## src/rtl/totd_40mhz_ctrl_if.sv

```systemverilog
`default_nettype none
// +--------------------------------------------------------------------------+
// | totd_40mhz_ctrl_if                                                        |
// | Configuration write / commit handshake for the ToTd 40 MHz controller.    |
// | Rev 1.0                                                                   |
// +--------------------------------------------------------------------------+
interface totd_40mhz_ctrl_if;
    logic        CFG_WR;
    logic [3:0]  CFG_ADDR;
    logic [31:0] CFG_DATA;
    logic        CFG_READY;
    logic        CFG_COMMIT;
    logic        COMMIT_DONE;

    modport master (
        output CFG_WR, CFG_ADDR, CFG_DATA, CFG_COMMIT,
        input  CFG_READY, COMMIT_DONE
    );

    modport slave (
        input  CFG_WR, CFG_ADDR, CFG_DATA, CFG_COMMIT,
        output CFG_READY, COMMIT_DONE
    );
endinterface
`default_nettype wire

```

## src/rtl/totd_40mhz_ctrl.sv

```systemverilog
`default_nettype none
// +--------------------------------------------------------------------------+
// | totd_40mhz_ctrl                                                           |
// | ENABLE40 sequencer, shadow/active ToTd settings and trigger gating.       |
// | Rev 1.0                                                                   |
// +--------------------------------------------------------------------------+
module totd_40mhz_ctrl #(
    parameter int ADC_WIDTH    = 12,
    parameter int OCC_BITS     = 7,
    parameter int FD_BITS      = 12,
    parameter int FN_BITS      = 12,
    parameter int INT_BITS     = 19,
    parameter int SETTLE_TICKS = 121,
    parameter int CNT_BITS     = 16
) (
    input  wire logic                 CLK120,
    input  wire logic                 RSTN,
    totd_40mhz_ctrl_if.slave          cfg,
    output logic [1:0]                ENABLE40,
    output logic [ADC_WIDTH-1:0]      THRES0,
    output logic [ADC_WIDTH-1:0]      THRES1,
    output logic [ADC_WIDTH-1:0]      THRES2,
    output logic [ADC_WIDTH-1:0]      UP0,
    output logic [ADC_WIDTH-1:0]      UP1,
    output logic [ADC_WIDTH-1:0]      UP2,
    output logic [2:0]                TRIG_ENABLE,
    output logic [1:0]                MULTIPLICITY,
    output logic [OCC_BITS-1:0]       OCCUPANCY,
    output logic [FD_BITS-1:0]        FD,
    output logic [FN_BITS-1:0]        FN,
    output logic [INT_BITS-1:0]       INT,
    input  wire logic                 TRIG_IN,
    output logic                      TRIG_OUT,
    input  wire logic                 CNT_CLR,
    output logic [CNT_BITS-1:0]       TRIG_COUNT,
    output logic                      BUSY
);

    localparam int c_SW = $clog2(SETTLE_TICKS + 1);
    localparam int c_TW = (c_SW > 16) ? c_SW : 16;

    typedef enum logic [1:0] {
        S_FLUSH   = 2'd0,
        S_ARMED   = 2'd1,
        S_HOLDOFF = 2'd2
    } state_t;

    // Settings are kept as one flat set so shadow->active is a single copy.
    typedef struct packed {
        logic [ADC_WIDTH-1:0] thr0, thr1, thr2;
        logic [ADC_WIDTH-1:0] up0, up1, up2;
        logic [2:0]           ten;
        logic [1:0]           mult;
        logic [OCC_BITS-1:0]  occ;
        logic [FD_BITS-1:0]   fd;
        logic [FN_BITS-1:0]   fn;
        logic [INT_BITS-1:0]  intg;
        logic [15:0]          hold;
    } cfg_t;

    localparam cfg_t c_CFG_RST = '{
        thr0: '1, thr1: '1, thr2: '1,
        up0:  '1, up1:  '1, up2:  '1,
        ten:  '0, mult: '0, occ:  '1,
        fd:   '0, fn:   '0, intg: '0, hold: '0
    };

    logic [1:0]            r_phase;
    logic                  r_pending;
    logic                  r_done;
    cfg_t                  r_shadow;
    cfg_t                  r_active;
    state_t                r_state;
    state_t                w_state_nx;
    logic [c_TW-1:0]       r_cnt;
    logic [c_TW-1:0]       w_cnt_nx;
    logic                  w_fire;
    logic                  r_trig;
    logic [CNT_BITS-1:0]   r_count;

    logic w_tick;
    logic w_xfer;
    logic w_wr;

    assign w_tick = (r_phase == 2'd0);
    assign w_xfer = (r_phase == 2'd2) && (r_pending || cfg.CFG_COMMIT);
    assign w_wr   = cfg.CFG_WR && !r_pending;

    always_ff @(posedge CLK120 or negedge RSTN) begin
        if (!RSTN) begin
            r_phase   <= 2'd0;
            r_pending <= 1'b0;
            r_done    <= 1'b0;
        end else begin
            r_phase   <= (r_phase == 2'd2) ? 2'd0 : r_phase + 2'd1;
            r_done    <= w_xfer;
            if (w_xfer)
                r_pending <= 1'b0;
            else if (cfg.CFG_COMMIT)
                r_pending <= 1'b1;
        end
    end

    always_ff @(posedge CLK120 or negedge RSTN) begin
        if (!RSTN) begin
            r_shadow <= c_CFG_RST;
        end else if (w_wr) begin
            case (cfg.CFG_ADDR)
                4'd0:  r_shadow.thr0 <= cfg.CFG_DATA[ADC_WIDTH-1:0];
                4'd1:  r_shadow.thr1 <= cfg.CFG_DATA[ADC_WIDTH-1:0];
                4'd2:  r_shadow.thr2 <= cfg.CFG_DATA[ADC_WIDTH-1:0];
                4'd3:  r_shadow.up0  <= cfg.CFG_DATA[ADC_WIDTH-1:0];
                4'd4:  r_shadow.up1  <= cfg.CFG_DATA[ADC_WIDTH-1:0];
                4'd5:  r_shadow.up2  <= cfg.CFG_DATA[ADC_WIDTH-1:0];
                4'd6: begin
                    r_shadow.ten  <= cfg.CFG_DATA[4:2];
                    r_shadow.mult <= cfg.CFG_DATA[1:0];
                end
                4'd7:  r_shadow.occ  <= cfg.CFG_DATA[OCC_BITS-1:0];
                4'd8:  r_shadow.fd   <= cfg.CFG_DATA[FD_BITS-1:0];
                4'd9:  r_shadow.fn   <= cfg.CFG_DATA[FN_BITS-1:0];
                4'd10: r_shadow.intg <= cfg.CFG_DATA[INT_BITS-1:0];
                4'd11: r_shadow.hold <= cfg.CFG_DATA[15:0];
                default: ;
            endcase
        end
    end

    always_ff @(posedge CLK120 or negedge RSTN) begin
        if (!RSTN)
            r_active <= c_CFG_RST;
        else if (w_xfer)
            r_active <= r_shadow;
    end

    always_ff @(posedge CLK120 or negedge RSTN) begin
        if (!RSTN) begin
            r_state <= S_FLUSH;
            r_cnt   <= c_TW'(SETTLE_TICKS);
        end else begin
            r_state <= w_state_nx;
            r_cnt   <= w_cnt_nx;
        end
    end

    always_comb begin
        w_state_nx = r_state;
        w_cnt_nx   = r_cnt;
        w_fire     = 1'b0;
        case (r_state)
            S_FLUSH: begin
                if (w_tick) begin
                    if (r_cnt <= c_TW'(1))
                        w_state_nx = S_ARMED;
                    else
                        w_cnt_nx = r_cnt - c_TW'(1);
                end
            end
            S_ARMED: begin
                if (TRIG_IN) begin
                    w_fire     = 1'b1;
                    w_state_nx = S_HOLDOFF;
                    w_cnt_nx   = c_TW'(r_active.hold);
                end
            end
            S_HOLDOFF: begin
                // Zero holdoff still masks one cycle before re-arming.
                if (r_cnt == '0)
                    w_state_nx = S_ARMED;
                else if (w_tick) begin
                    if (r_cnt <= c_TW'(1))
                        w_state_nx = S_ARMED;
                    else
                        w_cnt_nx = r_cnt - c_TW'(1);
                end
            end
            default: w_state_nx = S_FLUSH;
        endcase
        if (w_xfer) begin
            w_state_nx = S_FLUSH;
            w_cnt_nx   = c_TW'(SETTLE_TICKS);
        end
    end

    always_ff @(posedge CLK120 or negedge RSTN) begin
        if (!RSTN) begin
            r_trig  <= 1'b0;
            r_count <= '0;
        end else begin
            r_trig <= w_fire;
            if (CNT_CLR)
                r_count <= '0;
            else if (w_fire && (r_count != '1))
                r_count <= r_count + 1'b1;
        end
    end

    assign cfg.CFG_READY   = !r_pending;
    assign cfg.COMMIT_DONE = r_done;
    assign ENABLE40        = r_phase;
    assign THRES0          = r_active.thr0;
    assign THRES1          = r_active.thr1;
    assign THRES2          = r_active.thr2;
    assign UP0             = r_active.up0;
    assign UP1             = r_active.up1;
    assign UP2             = r_active.up2;
    assign TRIG_ENABLE     = r_active.ten;
    assign MULTIPLICITY    = r_active.mult;
    assign OCCUPANCY       = r_active.occ;
    assign FD              = r_active.fd;
    assign FN              = r_active.fn;
    assign INT             = r_active.intg;
    assign TRIG_OUT        = r_trig;
    assign TRIG_COUNT      = r_count;
    assign BUSY            = !((r_state == S_ARMED) && !r_pending);

endmodule
`default_nettype wire
```

## src/flat_wrapper.sv

```systemverilog
// flat-port wrapper written by rule: the top's interface ports become plain ports
module totd_40mhz_ctrl_flat 
#(
    parameter int ADC_WIDTH    = 12,
    parameter int OCC_BITS     = 7,
    parameter int FD_BITS      = 12,
    parameter int FN_BITS      = 12,
    parameter int INT_BITS     = 19,
    parameter int SETTLE_TICKS = 121,
    parameter int CNT_BITS     = 16
)
  (CLK120, RSTN, ENABLE40, THRES0, THRES1, THRES2, UP0, UP1, UP2, TRIG_ENABLE, MULTIPLICITY, OCCUPANCY, FD, FN, INT, TRIG_IN, TRIG_OUT, CNT_CLR, TRIG_COUNT, BUSY, cfg_CFG_WR, cfg_CFG_ADDR, cfg_CFG_DATA, cfg_CFG_COMMIT, cfg_CFG_READY, cfg_COMMIT_DONE);
  totd_40mhz_ctrl_if cfg_i ();
  input  wire logic CLK120;
  input  wire logic RSTN;
  output logic [1:0] ENABLE40;
  output logic [ADC_WIDTH-1:0] THRES0;
  output logic [ADC_WIDTH-1:0] THRES1;
  output logic [ADC_WIDTH-1:0] THRES2;
  output logic [ADC_WIDTH-1:0] UP0;
  output logic [ADC_WIDTH-1:0] UP1;
  output logic [ADC_WIDTH-1:0] UP2;
  output logic [2:0] TRIG_ENABLE;
  output logic [1:0] MULTIPLICITY;
  output logic [OCC_BITS-1:0] OCCUPANCY;
  output logic [FD_BITS-1:0] FD;
  output logic [FN_BITS-1:0] FN;
  output logic [INT_BITS-1:0] INT;
  input  wire logic TRIG_IN;
  output logic TRIG_OUT;
  input  wire logic CNT_CLR;
  output logic [CNT_BITS-1:0] TRIG_COUNT;
  output logic BUSY;
  input wire logic [$bits(cfg_i.CFG_WR)-1:0] cfg_CFG_WR;
  input wire logic [$bits(cfg_i.CFG_ADDR)-1:0] cfg_CFG_ADDR;
  input wire logic [$bits(cfg_i.CFG_DATA)-1:0] cfg_CFG_DATA;
  input wire logic [$bits(cfg_i.CFG_COMMIT)-1:0] cfg_CFG_COMMIT;
  output wire logic [$bits(cfg_i.CFG_READY)-1:0] cfg_CFG_READY;
  output wire logic [$bits(cfg_i.COMMIT_DONE)-1:0] cfg_COMMIT_DONE;
  assign cfg_i.CFG_WR = cfg_CFG_WR;
  assign cfg_i.CFG_ADDR = cfg_CFG_ADDR;
  assign cfg_i.CFG_DATA = cfg_CFG_DATA;
  assign cfg_i.CFG_COMMIT = cfg_CFG_COMMIT;
  assign cfg_CFG_READY = cfg_i.CFG_READY;
  assign cfg_COMMIT_DONE = cfg_i.COMMIT_DONE;
  totd_40mhz_ctrl #(.ADC_WIDTH(ADC_WIDTH), .OCC_BITS(OCC_BITS), .FD_BITS(FD_BITS), .FN_BITS(FN_BITS), .INT_BITS(INT_BITS), .SETTLE_TICKS(SETTLE_TICKS), .CNT_BITS(CNT_BITS)) u_core (.CLK120(CLK120), .RSTN(RSTN), .cfg(cfg_i), .ENABLE40(ENABLE40), .THRES0(THRES0), .THRES1(THRES1), .THRES2(THRES2), .UP0(UP0), .UP1(UP1), .UP2(UP2), .TRIG_ENABLE(TRIG_ENABLE), .MULTIPLICITY(MULTIPLICITY), .OCCUPANCY(OCCUPANCY), .FD(FD), .FN(FN), .INT(INT), .TRIG_IN(TRIG_IN), .TRIG_OUT(TRIG_OUT), .CNT_CLR(CNT_CLR), .TRIG_COUNT(TRIG_COUNT), .BUSY(BUSY));
endmodule
```

## config.mk

```make
export PLATFORM = sky130hd
export DESIGN_NAME = totd_40mhz_ctrl_flat
export DESIGN_NICKNAME = d
export VERILOG_FILES = /design/src/rtl/totd_40mhz_ctrl_if.sv /design/src/rtl/totd_40mhz_ctrl.sv /design/src/flat_wrapper.sv
export SDC_FILE = /design/constraint.sdc
export NUM_CORES = 1
export LEC_CHECK = 0
export ABC_AREA = 0
export CORE_MARGIN = 4
export CORE_UTILIZATION = 25
export CTS_BUF_LIST = sky130_fd_sc_hd__clkbuf_4 sky130_fd_sc_hd__clkbuf_8
export DETAILED_ROUTE_END_ITERATION = 16
export DONT_BUFFER_PORTS = 1
export HOLD_SLACK_MARGIN = 0.05
export PLACE_DENSITY = 0.41
export SLEW_MARGIN = 20
export SYNTH_ARGS = -nofsm -noshare
export SYNTH_HDL_FRONTEND = slang
export SYNTH_SLANG_ARGS = --single-unit
```

## constraint.sdc

```tcl
create_clock -name CLK120 -period 5.47 [get_ports CLK120]
set_clock_uncertainty 0.1 [all_clocks]
set_input_delay 1.3675 -clock CLK120 [delete_from_list [all_inputs] [get_ports CLK120]]
set_output_delay 1.3675 -clock CLK120 [all_outputs]
set_load 0.02 [all_outputs]
```

# Yosys cells after proc, flatten, opt, wreduce, memory -nomap -nowiden
# Cells that the tools add are included.
dict set report op_classes {
  n_addsub 3
  order_cmp 1
  n_eq_ne 17
  muxes 19
  reduce_logical 27
}
# operator n
set op_table {}
lappend op_table {{two-way mux 16 bit} 7}
lappend op_table {{case mux 16 bit (3 select lines)} 1}
lappend op_table {{AND reduction 2 bit} 12}
lappend op_table {{adder 16 x 1 -> 16 bit (second input constant)} 1}
lappend op_table {{equality test 4 x 3 -> 1 bit (second input constant)} 4}
lappend op_table {{equality test 4 bit (second input constant)} 4}
lappend op_table {{<= comparator 16 x 1 -> 1 bit (second input constant)} 1}
lappend op_table {{zero test 16 bit} 1}
lappend op_table {{!= test 16 bit (second input constant)} 1}
lappend op_table {{subtractor 16 x 1 -> 16 bit (second input constant)} 1}
lappend op_table {{two-way mux 2 bit} 6}
lappend op_table {{equality test 4 x 2 -> 1 bit (second input constant)} 2}
lappend op_table {{!= test 3 x 2 -> 1 bit (second input constant)} 2}
lappend op_table {{case mux 2 bit (3 select lines)} 1}
lappend op_table {{equality test 2 bit (second input constant)} 2}
lappend op_table {{equality test 4 x 1 -> 1 bit (second input constant)} 1}
lappend op_table {{logical AND 1 bit} 4}
lappend op_table {{zero test 2 bit} 2}
lappend op_table {{zero test 4 bit} 1}
lappend op_table {{two-way mux 1 bit} 4}
lappend op_table {{nonzero test 2 bit} 2}
lappend op_table {{nonzero test 4 bit} 1}
lappend op_table {{AND reduction 3 bit} 1}
lappend op_table {{adder 2 x 1 -> 2 bit (second input constant)} 1}
lappend op_table {{other kinds (3)} 4}
dict set report word_totals {
  register_bits 325
  in_bits 42
  output_inout_bits 149
  wordCells 100
}

# Logic depth before layout (Yosys ltp)
# Gate-level depths: netlist of run 1.
dict set report depth {
  word_depth 6
  ltp_mapped 8
  ltp_nobuf 7
}

# Worst setup path before layout of run 1
# No wires, ideal clock.
dict set report synth_path {
  kind {input to register}
  from {in cfg_CFG_ADDR[2]}
  to {reg u_core.r_shadow[10] (netlist name)}
  setup_time_ns 0.128
  arrival_ns 2.521
  required_time_ns 5.242
  setup_slack_ns 2.722
  cell_stages 5
  cell_sequence {and4bb_1 and3_1 buf_2 buf_2 mux2_1}
}
dict set report synth_between {
  elab_chain_len 2
}
# element line_no
set synth_rtl {}
lappend synth_rtl {{start, declared} flat_wrapper.sv:35} ;# input wire logic [$bits(cfg_i.CFG_ADDR)-1:0] cfg_CFG_ADDR;
lappend synth_rtl {{equality test 4 bit} totd_40mhz_ctrl.sv:108} ;# case (cfg.CFG_ADDR)
lappend synth_rtl {{AND reduction 2 bit (no line)} n/a}
lappend synth_rtl {{end signal, assigned} totd_40mhz_ctrl.sv:106} ;# r_shadow <= c_CFG_RST;
lappend synth_rtl {{end, declared} totd_40mhz_ctrl.sv:71} ;# cfg_t r_shadow;
# No other way between the ends.
# A chain may end at the register's enable or synchronous reset.

# Worst setup path after layout of run 1
dict set report layout_path {
  from {reg u_core.r_state[0]}
  to {out BUSY}
}
dict set report layout_between {
  elab_chain_len 3
}
# element line_no
set layout_rtl {}
lappend layout_rtl {{start, declared} totd_40mhz_ctrl.sv:73} ;# state_t r_state;
lappend layout_rtl {{start signal, assigned} totd_40mhz_ctrl.sv:141} ;# r_state <= w_state_nx;
lappend layout_rtl {{equality test 2 x 1 -> 1 bit} totd_40mhz_ctrl.sv:215} ;# assign BUSY = !((r_state == S_ARMED) && !r_pending);
lappend layout_rtl {{logical AND 1 bit} totd_40mhz_ctrl.sv:215}
lappend layout_rtl {{zero test 1 bit} totd_40mhz_ctrl.sv:215}
lappend layout_rtl {{end, declared} flat_wrapper.sv:33} ;# output logic BUSY;
# No other way between the ends.

==> flow_metrics.py, run 1 <==
metrics = {
    "clocking": {
        "insertion_delay_ns": 0.64,
        "tritoncts": "done",
        "cts_sinks": 325,
        "path_clk_slew_ns": 0.06,
        "ctsResizeCount": 0,
        "cts_setup_buffers": 0,
        "htree_levels": 2,
        "postCtsHoldBufs": 0,
        "cts-root-buf": "clkbuf_8",
        "cts_buffers": 61,
        "cts_buffer_depth": 3,
    },
    "place": {
        "dp.final_hpwl_mm": 22.0,
        "io_buffers": 0,
        "place_congestion": 0.757,
    },
    "critical_path": {
        "worstSetupEndpointType": "output port",
        "startpoint_type": "flop",
        "critical-path-top-delay-family": "flip-flops",
        "max_stage_delay_ns": 0.56,
        "critPathMaxFanout": 24,
        "crit_type": "flop to output port",
        "path_buf_inv": 1,
        "cp.arrival_ns": 1.89,
        "crit_slowest_cell": "dfrtp_1",
        "path_cells": "nor2b_1, buf_4, nand2_1",
        "worstPathRequired_ns": 4.00,
    },
    "die": {
        "core_sq_um": 56500,
        "die_h_microns": 247,
        "die_area_sq_um": 61000,
        "row_count": 87,
        "start_util_pct": 25.3,
        "pin_count": 191,
        "die_w_microns": 247,
    },
    "global_route": {
        "grtUsageMet3_pct": 4.12,
        "grt_pass1_vias": 8878,
        "grtUsageMet2_pct": 19.7,
        "gr-total-overflow": 0,
        "grt_max_degree": 326,
        "use_met1_pct": 16.0,
        "antenna_found_initial": 4,
        "grt_first_pass_wirelength_mm": 57.3,
        "grt_use_total_pct": 12.4,
        "grt.busiest_layer": "met2",
    },
    "yosys": {
        "ys_warn_count": 0,
        "ys_async_sr_fraction_pct": 100,
        "synthFlopType": "dfstp_2",
        "yosysUniqueCellTypes": 63,
        "ys_seq_area_share_pct": 58.4,
        "ys_ff_latch": 325,
        "syn_inst": 1324,
        "synth_edf_count": 0,
        "synth_nets": 1369,
        "synth_area_per_cell_sq_um": 10.8,
        "synth_area_sq_um": 14300,
    },
    "power": {
        "ir_drop_v": 0.000202,
        "p_per_area_nw_per_um2": 419,
        "p_leak_nw": 6.86,
        "p_total_mw": 6.44,
    },
    "timing": {
        "worst_pin_slew_ns": 1.35,
        "final_max_slew_viol_count": 0,
        "finalSetupTns_ns": 0,
        "rsz0062_at_grt": "no",
        "fin_crit_sh_pct": 61.5,
        "relSlewSlack_pct": 10.0,
        "timing.final.hold_violations": 0,
        "fmax_ghz": 0.297,
        "fin_crit_ns": 3.36,
        "finalSetupViolations": 0,
    },
    "final_layout": {
        "fillers": 5977,
        "num-nets-final": 1243,
        "area_growth_pct": 7.65,
        "mostFrequentLayoutCell": "nand2_1",
        "drive_gt1_share_pct": 34.8,
        "final_cell_mix": "448 x nand2_1, 163 x dfstp_2, 162 x dfrtp_1",
    },
    "route": {
        "remaining_drc_errors": 0,
        "drt-initial-drc-count": 342,
        "wire_per_inst_microns": 18.9,
        "dr.pass1.iters": 4,
        "drtAntennaViolNets": 0,
        "num_vias": 8504,
        "totalWireLength_mm": 37.9,
        "vias_per_cell": 4.24,
    },
    "job": {
        "max-cap-violations": 0,
    },
    "min_path": {
        "hold_path_class": "input port to asynchronous set/reset pin",
    },
    "outcome": {
        "status": "completed",
    },
}
==> registers in the layout, summed over array words and instances (netlist names), 2 cells and up <==
| register | count |
|---|---|
| u_core.r_cnt | 16 |
| u_core.UP2 | 12 |
| u_core.ENABLE40 | 2 |
| u_core.r_shadow | 143 |
| u_core.FN | 12 |
| u_core.THRES1 | 12 |
| u_core.TRIG_ENABLE | 3 |
| u_core.OCCUPANCY | 7 |
| u_core.r_active | 16 |
| u_core.r_state | 2 |
| u_core.MULTIPLICITY | 2 |
| u_core.INT | 19 |
| u_core.TRIG_COUNT | 16 |
| u_core.UP1 | 12 |
| u_core.THRES0 | 12 |
| u_core.UP0 | 12 |
| u_core.FD | 12 |
| u_core.THRES2 | 12 |
==> worst reg2reg max path, cell delays in order (launching register included) <==
cell and delay (ns):
dfrtp_1 0.57, nor2b_1 0.34, o21ai_4 0.14, inv_6 0.49
buf_4 0.84, o221ai_1 0.28, o2bb2ai_1 0.17
==> layout make-up <==
type / count / area [sq um] / area share [%]
diodes: 1 / 2.50 / 0.0163
clock inverters: 8 / 78.8 / 0.513
clock buffers: 105 / 1240 / 8.10
flip-flops and latches: 325 / 8340 / 54.2
multi-input cells: 789 / 4650 / 30.3
well taps: 756 / 946 / 6.15
inverters: 16 / 65.1 / 0.423
repair buffers: 5 / 50.0 / 0.325
==> routing by layer <==
layer / vias up / part of all wire, %
met2: 183 / 47
met5: - / 0
li1: 3974 / -
met3: 66 / 7.0
met4: 0 / 2.0
met1: 4281 / 44
==> final timing paths <==
check                                          startpoint                                 to  slack, ns  cells past startpoint
min in group CLK120        u_core.r_shadow[7]$_DFFE_PN0P_     u_core.r_active[7]$_DFFE_PN0P_       0.32                      2
hold reg to reg            u_core.r_shadow[7]$_DFFE_PN0P_     u_core.r_active[7]$_DFFE_PN0P_       0.32                      2
setup reg to reg             u_core.ENABLE40[1]$_DFF_PN0_       u_core.r_cnt[14]$_DFFE_PN0P_       2.41                      6
setup / recovery            u_core.r_state[0]$_DFFE_PN0P_                               BUSY       2.11                      3
max in group asynchronous                            RSTN    u_core.r_shadow[38]$_DFFE_PN0P_       3.98                      0
hold / removal                                       RSTN  u_core.TRIG_COUNT[13]$_DFFE_PN0P_       0.32                      0
==> cell families after synthesis <==
kind of cell,count (synthesis),share of synthesized area (%)
simple gates,557,16.3
xor+xnor,11,0.674
buf+inv,210,9.16
mux,145,11.4
fa+ha+maj,3,0.263
flops,325,58.4
compound gates,73,3.81
==> power breakdown <==
part | switching (mW) | internal [mW] | total (mW) | leakage, nW
logic | 0.165 | 0.235 | 0.400 | 2.35
clock network | 1.05 | 1.47 | 2.52 | 0.713
registers | 0.516 | 3.01 | 3.52 | 3.80
==> stage by stage <==
step | util (%) | setup slack (ns) | cells | area (sq um) | hold WS (ns)
2_1_floorplan | - | 2.72 | 1324 | 14300 | 0.332
3_3_place_gp | 24.9 | 1.91 | 1891 | 14000 | 0.339
3_5_place_dp | 24.9 | 1.91 | 1891 | 14000 | 0.340
4_1_cts | 27.2 | 2.00 | 2004 | 15400 | 0.230
5_1_grt | 27.2 | 1.92 | 2005 | 15400 | 0.243
6_report | 27.2 | 2.11 | 2005 | 15400 | 0.321
==> synthesized netlist by cell type, types with 5 or more instances <==
| master | instances | area share (%) |
|---|---|---|
| mux2_1 | 10 | 0.79 |
| nor3_1 | 13 | 0.46 |
| a211oi_1 | 7 | 0.37 |
| o22ai_1 | 9 | 0.39 |
| dfstp_2 | 163 | 30 |
| xor2_1 | 10 | 0.61 |
| buf_2 | 17 | 0.60 |
| and3_1 | 5 | 0.22 |
| mux2_2 | 133 | 10 |
| nand2_1 | 448 | 12 |
| nor4_1 | 5 | 0.22 |
| nand3_1 | 12 | 0.42 |
| a21oi_1 | 17 | 0.60 |
| inv_1 | 15 | 0.39 |
| dfrtp_1 | 162 | 28 |
| buf_1 | 10 | 0.26 |
| nor2b_1 | 6 | 0.26 |
| nand2b_1 | 5 | 0.22 |
| o21ai_0 | 7 | 0.25 |
| buf_4 | 129 | 6.8 |
| clkbuf_1 | 36 | 0.95 |
| nor2_1 | 30 | 0.79 |
| nand4_1 | 10 | 0.44 |
(Power assumes the default switching activity.)
==> run 2, diff against run 1 <==
PLACE_DENSITY = 0.43   (was 0.41)
clock period = 3 ns   (was 5.47 ns; I/O delays follow)
==> run 2 against run 1 <==
Against the previous run: the run now ends with negative hold slack left; cell count is 0.95% higher; sequential share of layout area is 0.62 points lower; non-clock buffer count is 13 higher; core utilization is 0.32 points higher; clock power is 90% higher; register-to-register slack worse by 1.9 ns; worst setup slack worse by 1.8 ns.
==> flow_metrics.py, run 2 (synthesis gave the netlist of run 1 again) <==
metrics = {
    "critical_path": {
        "startpoint_type": "flop",
        "worstSetupEndpointType": "output port",
        "r2r_start": "u_core.r_cnt[0]$_DFFE_PN1P_",
        "max_stage_delay_ns": 0.57,
        "cp.arrival_ns": 1.81,
        "crit_type": "flop to output port",
        "critical-path-top-delay-family": "flip-flops",
        "crit_slowest_cell": "dfrtp_1",
        "reg2regPathDepth": 7,
        "timing.rr.end": "u_core.r_cnt[2]$_DFFE_PN0P_",
        "path_cells": "nor2b_1, nand2_1, buf_4",
        "critPathMaxFanout": 12,
        "path_buf_inv": 1,
        "r2r_slack_ns": 0.53,
        "worstPathRequired_ns": 2.15,
    },
    "power": {
        "switching_share_pct": 27.2,
        "p_per_area_nw_per_um2": 768,
        "internal_power_mw": 8.69,
        "p_leak_nw": 6.94,
        "share_comb_of_total_power_pct": 6.1,
        "ir_drop_v": 0.000316,
        "switching_power_mw": 3.25,
        "seqPwrFrac_pct": 53.7,
        "power.share.clock_pct": 40.1,
    },
    "global_route": {
        "grt_first_pass_wirelength_mm": 56.9,
        "gr-total-overflow": 0,
        "grt_use_total_pct": 12.2,
        "grt_max_degree": 326,
        "antenna_found_initial": 4,
        "grt_pass1_vias": 8865,
    },
    "clocking": {
        "insertion_delay_ns": 0.66,
        "cts_buffer_depth": 3,
        "postCtsHoldBufs": 4,
        "cts-root-buf": "clkbuf_8",
        "cts_setup_buffers": 0,
        "ctsResizeCount": 0,
        "cts_buffers": 60,
        "tritoncts": "done",
        "cts_sinks": 325,
        "path_clk_slew_ns": 0.06,
        "htree_levels": 2,
    },
    "final_layout": {
        "mostFrequentLayoutCell": "nand2_1",
        "final_cell_mix": "448 x nand2_1, 163 x dfstp_2, 162 x dfrtp_1",
        "num-nets-final": 1255,
        "drive_gt1_share_pct": 35.2,
        "largest_reg_flops": 143,
        "area_growth_pct": 8.90,
        "top_register": "u_core.r_shadow",
    },
    "timing": {
        "final_max_slew_viol_count": 0,
        "fmax_ghz": 0.375,
        "rsz0062_at_grt": "no",
        "hold_slack_ns": -0.242,
        "timing.final.hold_violations": 170,
        "fin_crit_ns": 2.66,
        "relSlewSlack_pct": 24.9,
        "finalSetupTns_ns": 0,
        "fin_crit_sh_pct": 88.8,
        "worst_pin_slew_ns": 1.13,
        "finalSetupViolations": 0,
    },
    "place": {
        "io_buffers": 0,
        "place_congestion": 0.741,
        "dp.final_hpwl_mm": 21.5,
    },
    "die": {
        "core_sq_um": 56500,
        "die_area_sq_um": 61000,
        "row_count": 87,
        "die_w_microns": 247,
        "start_util_pct": 25.3,
        "die_h_microns": 247,
        "pin_count": 191,
    },
    "route": {
        "num_vias": 8676,
        "drt-initial-drc-count": 466,
        "wire_per_inst_microns": 18.5,
        "remaining_drc_errors": 0,
        "drtAntennaViolNets": 0,
        "vias_per_cell": 4.29,
        "dr.pass1.iters": 5,
        "totalWireLength_mm": 37.5,
    },
    "outcome": {
        "status": "complete, but fails checks",
        "failed_checks": "negative hold slack",
    },
    "job": {
        "max-cap-violations": 0,
    },
    "min_path": {
        "hold_path_class": "input port to asynchronous set/reset pin",
    },
}
==> run 2: cell types whose count changed in the layout (fill, tap and decap cells not counted), moves of 2 or more <==
cell / before / now
buf_4: 4 / 12
clkbuf_4: 32 / 24
clkbuf_8: 73 / 77
clkinv_2: 5 / 7
diode_2: 1 / 6
dlygate4sd3_1: 0 / 4
==> run 2: worst max-delay path by stage <==
stage / start / to / slack (ns) / depth (start not counted)
global route: u_core.r_state[0]$_DFFE_PN0P_ / BUSY / 0.16 / 3
CTS: u_core.r_state[0]$_DFFE_PN0P_ / BUSY / 0.23 / 3
detailed placement: cfg_CFG_COMMIT / u_core.r_cnt[5]$_DFFE_PN1P_ / 0.40 / 4
global placement: cfg_CFG_COMMIT / u_core.r_cnt[6]$_DFFE_PN1P_ / 0.35 / 5
floorplan: cfg_CFG_ADDR[2] / u_core.r_shadow[10]$_DFFE_PN0P_ / 0.87 / 5
finish: u_core.r_state[0]$_DFFE_PN0P_ / BUSY / 0.34 / 3
==> run 2: area by class of cell <==
| type | instances | area, sq um |
|---|---|---|
| Multi-Input combinational cell | 789 | 4650 |
| Clock buffer | 101 | 1240 |
| Timing Repair Buffer | 18 | 170 |
| Tap cell | 756 | 946 |
| Inverter | 16 | 65.1 |
| Clock inverter | 13 | 130 |
| Fill cell | 5902 | 40900 |
| Sequential cell | 325 | 8340 |
| Antenna cell | 6 | 15.0 |
==> run 2: metrics by stage <==
step	total power, mW	setup slack [ns]	area, sq um	util, %	instances
floorplan	7.44	0.869	14300	-	1324
global route	12.6	0.160	15500	27.5	2019
CTS	12.2	0.227	15500	27.5	2018
detailed placement	7.24	0.398	14100	25.0	1900
finish	11.9	0.336	15600	27.5	2024
global placement	7.21	0.351	14100	25.0	1900
==> run 2: routing by layer <==
| layer | track usage [%] | part of all wire (%) | up-vias |
|---|---|---|---|
| li1 | - | - | 4012 |
| met1 | 15.7 | 43 | 4385 |
| met2 | 19.3 | 47 | 212 |
| met3 | 3.61 | 6.5 | 67 |
| met4 | 4.97 | 3.3 | 0 |
| met5 | 0 | 0 | - |
==> run 2: power by group through the flow <==
stage	combinational [mW]	clock, mW	sequential [mW]
5_1_grt	0.861	5.21	6.53
3_3_place_gp	0.708	0	6.50
6_report	0.732	4.80	6.42
3_5_place_dp	0.734	0	6.51
2_1_floorplan	1.64	0	5.80
4_1_cts	0.746	5.01	6.45
==> run 3, diff against run 2 <==
PLACE_DENSITY = 0.41   (was 0.43)
clock period = 3.2 ns   (was 3 ns; I/O delays follow)
==> run 3 against run 2 <==
Against the previous run: the run still ends with negative hold slack left; flip-flop and latch count did not move; via count fell by 1.1%; cell count fell by 0.64%; total power fell by 8.3%; worst setup slack improved by 0.12 ns; wire length rose by 0.27%; core utilization fell by 0.21 points; clock power fell by 11%; final area fell by 0.78%; sequential power fell by 6.2%; hold slack got worse by 0.016 ns; register-to-register slack improved by 0.09 ns; critical path type unchanged; largest cell class unchanged; largest power group unchanged; highest routed layer unchanged.
==> flow_metrics.py, run 3 (synthesis gave the netlist of run 1 again) <==
metrics = {
    "outcome": {
        "status": "complete, but fails checks",
        "failed_checks": "negative hold slack",
    },
    "critical_path": {
        "r2r_slack_ns": 0.62,
        "cp.arrival_ns": 1.84,
        "crit_type": "flop to output port",
        "critPathMaxFanout": 12,
        "r2r_start": "u_core.r_cnt[1]$_DFFE_PN0P_",
        "reg2regPathDepth": 8,
        "worstPathRequired_ns": 2.30,
        "startpoint_type": "flop",
        "timing.rr.end": "u_core.r_cnt[12]$_DFFE_PN0P_",
        "worstSetupEndpointType": "output port",
    },
    "timing": {
        "finalSetupViolations": 0,
        "hold_slack_ns": -0.258,
        "final_max_slew_viol_count": 0,
        "fmax_ghz": 0.365,
        "fin_crit_sh_pct": 85.7,
        "finalSetupTns_ns": 0,
        "worst_pin_slew_ns": 1.15,
        "relSlewSlack_pct": 23.0,
        "fin_crit_ns": 2.74,
        "rsz0062_at_grt": "no",
        "timing.final.hold_violations": 162,
    },
    "final_layout": {
        "fin_area_sq_um": 15400,
        "regArea_sq_um": 8340,
        "final_cell_mix": "448 x nand2_1, 163 x dfstp_2, 162 x dfrtp_1",
        "mostFrequentLayoutCell": "nand2_1",
        "fillers": 5951,
        "top_register": "u_core.r_shadow",
        "drive_gt1_share_pct": 35.0,
        "largest_reg_flops": 143,
        "num-nets-final": 1250,
        "area_growth_pct": 8.05,
        "multiInputGateArea_sq_um": 4650,
    },
    "die": {
        "die_area_sq_um": 61000,
        "row_count": 87,
        "die_h_microns": 247,
        "start_util_pct": 25.3,
        "pin_count": 191,
        "die_w_microns": 247,
        "core_sq_um": 56500,
    },
    "global_route": {
        "grt_pass1_vias": 8808,
        "gr-total-overflow": 0,
        "grt_first_pass_wirelength_mm": 57.2,
        "grt_use_total_pct": 12.3,
        "antenna_found_initial": 6,
        "grt_max_degree": 326,
    },
    "clocking": {
        "ctsResizeCount": 0,
        "cts_buffer_depth": 3,
        "htree_levels": 2,
        "cts_buffers": 61,
        "insertion_delay_ns": 0.65,
        "path_clk_slew_ns": 0.06,
        "cts_sinks": 325,
        "postCtsHoldBufs": 1,
        "cts-root-buf": "clkbuf_8",
        "cts_setup_buffers": 0,
        "tritoncts": "done",
    },
    "place": {
        "post_dp_cell_area_sq_um": 14100,
        "io_buffers": 0,
        "place_congestion": 0.751,
        "dp.final_hpwl_mm": 21.8,
    },
    "power": {
        "p_leak_nw": 6.90,
        "p_per_area_nw_per_um2": 710,
        "ir_drop_v": 0.000273,
    },
    "route": {
        "drt-initial-drc-count": 404,
        "drtAntennaViolNets": 0,
        "wire_per_inst_microns": 18.7,
        "remaining_drc_errors": 0,
        "vias_per_cell": 4.27,
        "totalWireLength_mm": 37.6,
        "num_vias": 8580,
        "dr.pass1.iters": 5,
    },
    "job": {
        "max-cap-violations": 0,
    },
    "min_path": {
        "hold_path_class": "input port to asynchronous set/reset pin",
    },
}
-- run 3: cell count changes in the layout (fill, tap and decap cells not counted), sizes merged --
cell         previous run  this run
dlygate4sd3             4         1
diode                   6         1
bufinv                  2         0
clkbuf                101        95
clkinvlp                2         0
clkinv                  7        16
inv                    18        17
buf                    14        11
-- run 3: layout make-up --
class	count	share of cell area, %
sequential	325	54.0
multi-input combinational	789	30.1
clock buffer	95	7.86
tap	756	6.13
clock inverter	17	0.649
inverter	16	0.422
antenna	1	0.0162
timing repair buffer	12	0.762
-- run 3: routing by layer --
layer / part of all wire, % / vias to the layer above / GRT usage, %
met2: 47 / 190 / 19.9
met5: 0 / - / 0
met3: 6.7 / 61 / 3.98
met4: 2.0 / 0 / 3.50
li1: - / 3988 / -
met1: 44 / 4341 / 15.9
-- run 3: critical path: stages (launching register included) --
cell     delay, ns
dfrtp_1       0.58
nor2b_1       0.32
nand2_1       0.11
buf_4         0.18
-- run 3: stage by stage --
stage	total power, mW	util (%)	cells	setup WS (ns)
after floorplan	6.97	-	1324	1.02
after global placement	6.76	25.0	1897	0.459
after detailed placement	6.80	25.0	1897	0.454
after CTS	11.2	27.3	2010	0.364
after global routing	11.6	27.3	2011	0.275
final	11.0	27.3	2011	0.459
-- run 3: worst max path at each step --
| stage | start | endpoint | slack [ns] |
|---|---|---|---|
| detailed placement | cfg_CFG_COMMIT | u_core.r_cnt[2]$_DFFE_PN0P_ | 0.45 |
| CTS | u_core.r_state[0]$_DFFE_PN0P_ | BUSY | 0.36 |
| global placement | cfg_CFG_COMMIT | u_core.r_cnt[6]$_DFFE_PN1P_ | 0.46 |
| global route | u_core.r_state[0]$_DFFE_PN0P_ | BUSY | 0.28 |
| floorplan | cfg_CFG_ADDR[2] | u_core.r_shadow[10]$_DFFE_PN0P_ | 1.02 |
| finish | u_core.r_state[0]$_DFFE_PN0P_ | BUSY | 0.46 |
-- run 3: power breakdown --
| group | total [mW] | internal, mW | switching, mW |
|---|---|---|---|
| Clock | 4.26 | 2.41 | 1.84 |
| Combinational | 0.684 | 0.402 | 0.281 |
| Sequential | 6.02 | 5.14 | 0.880 |
| Total | 11.0 | 7.96 | 3.00 |
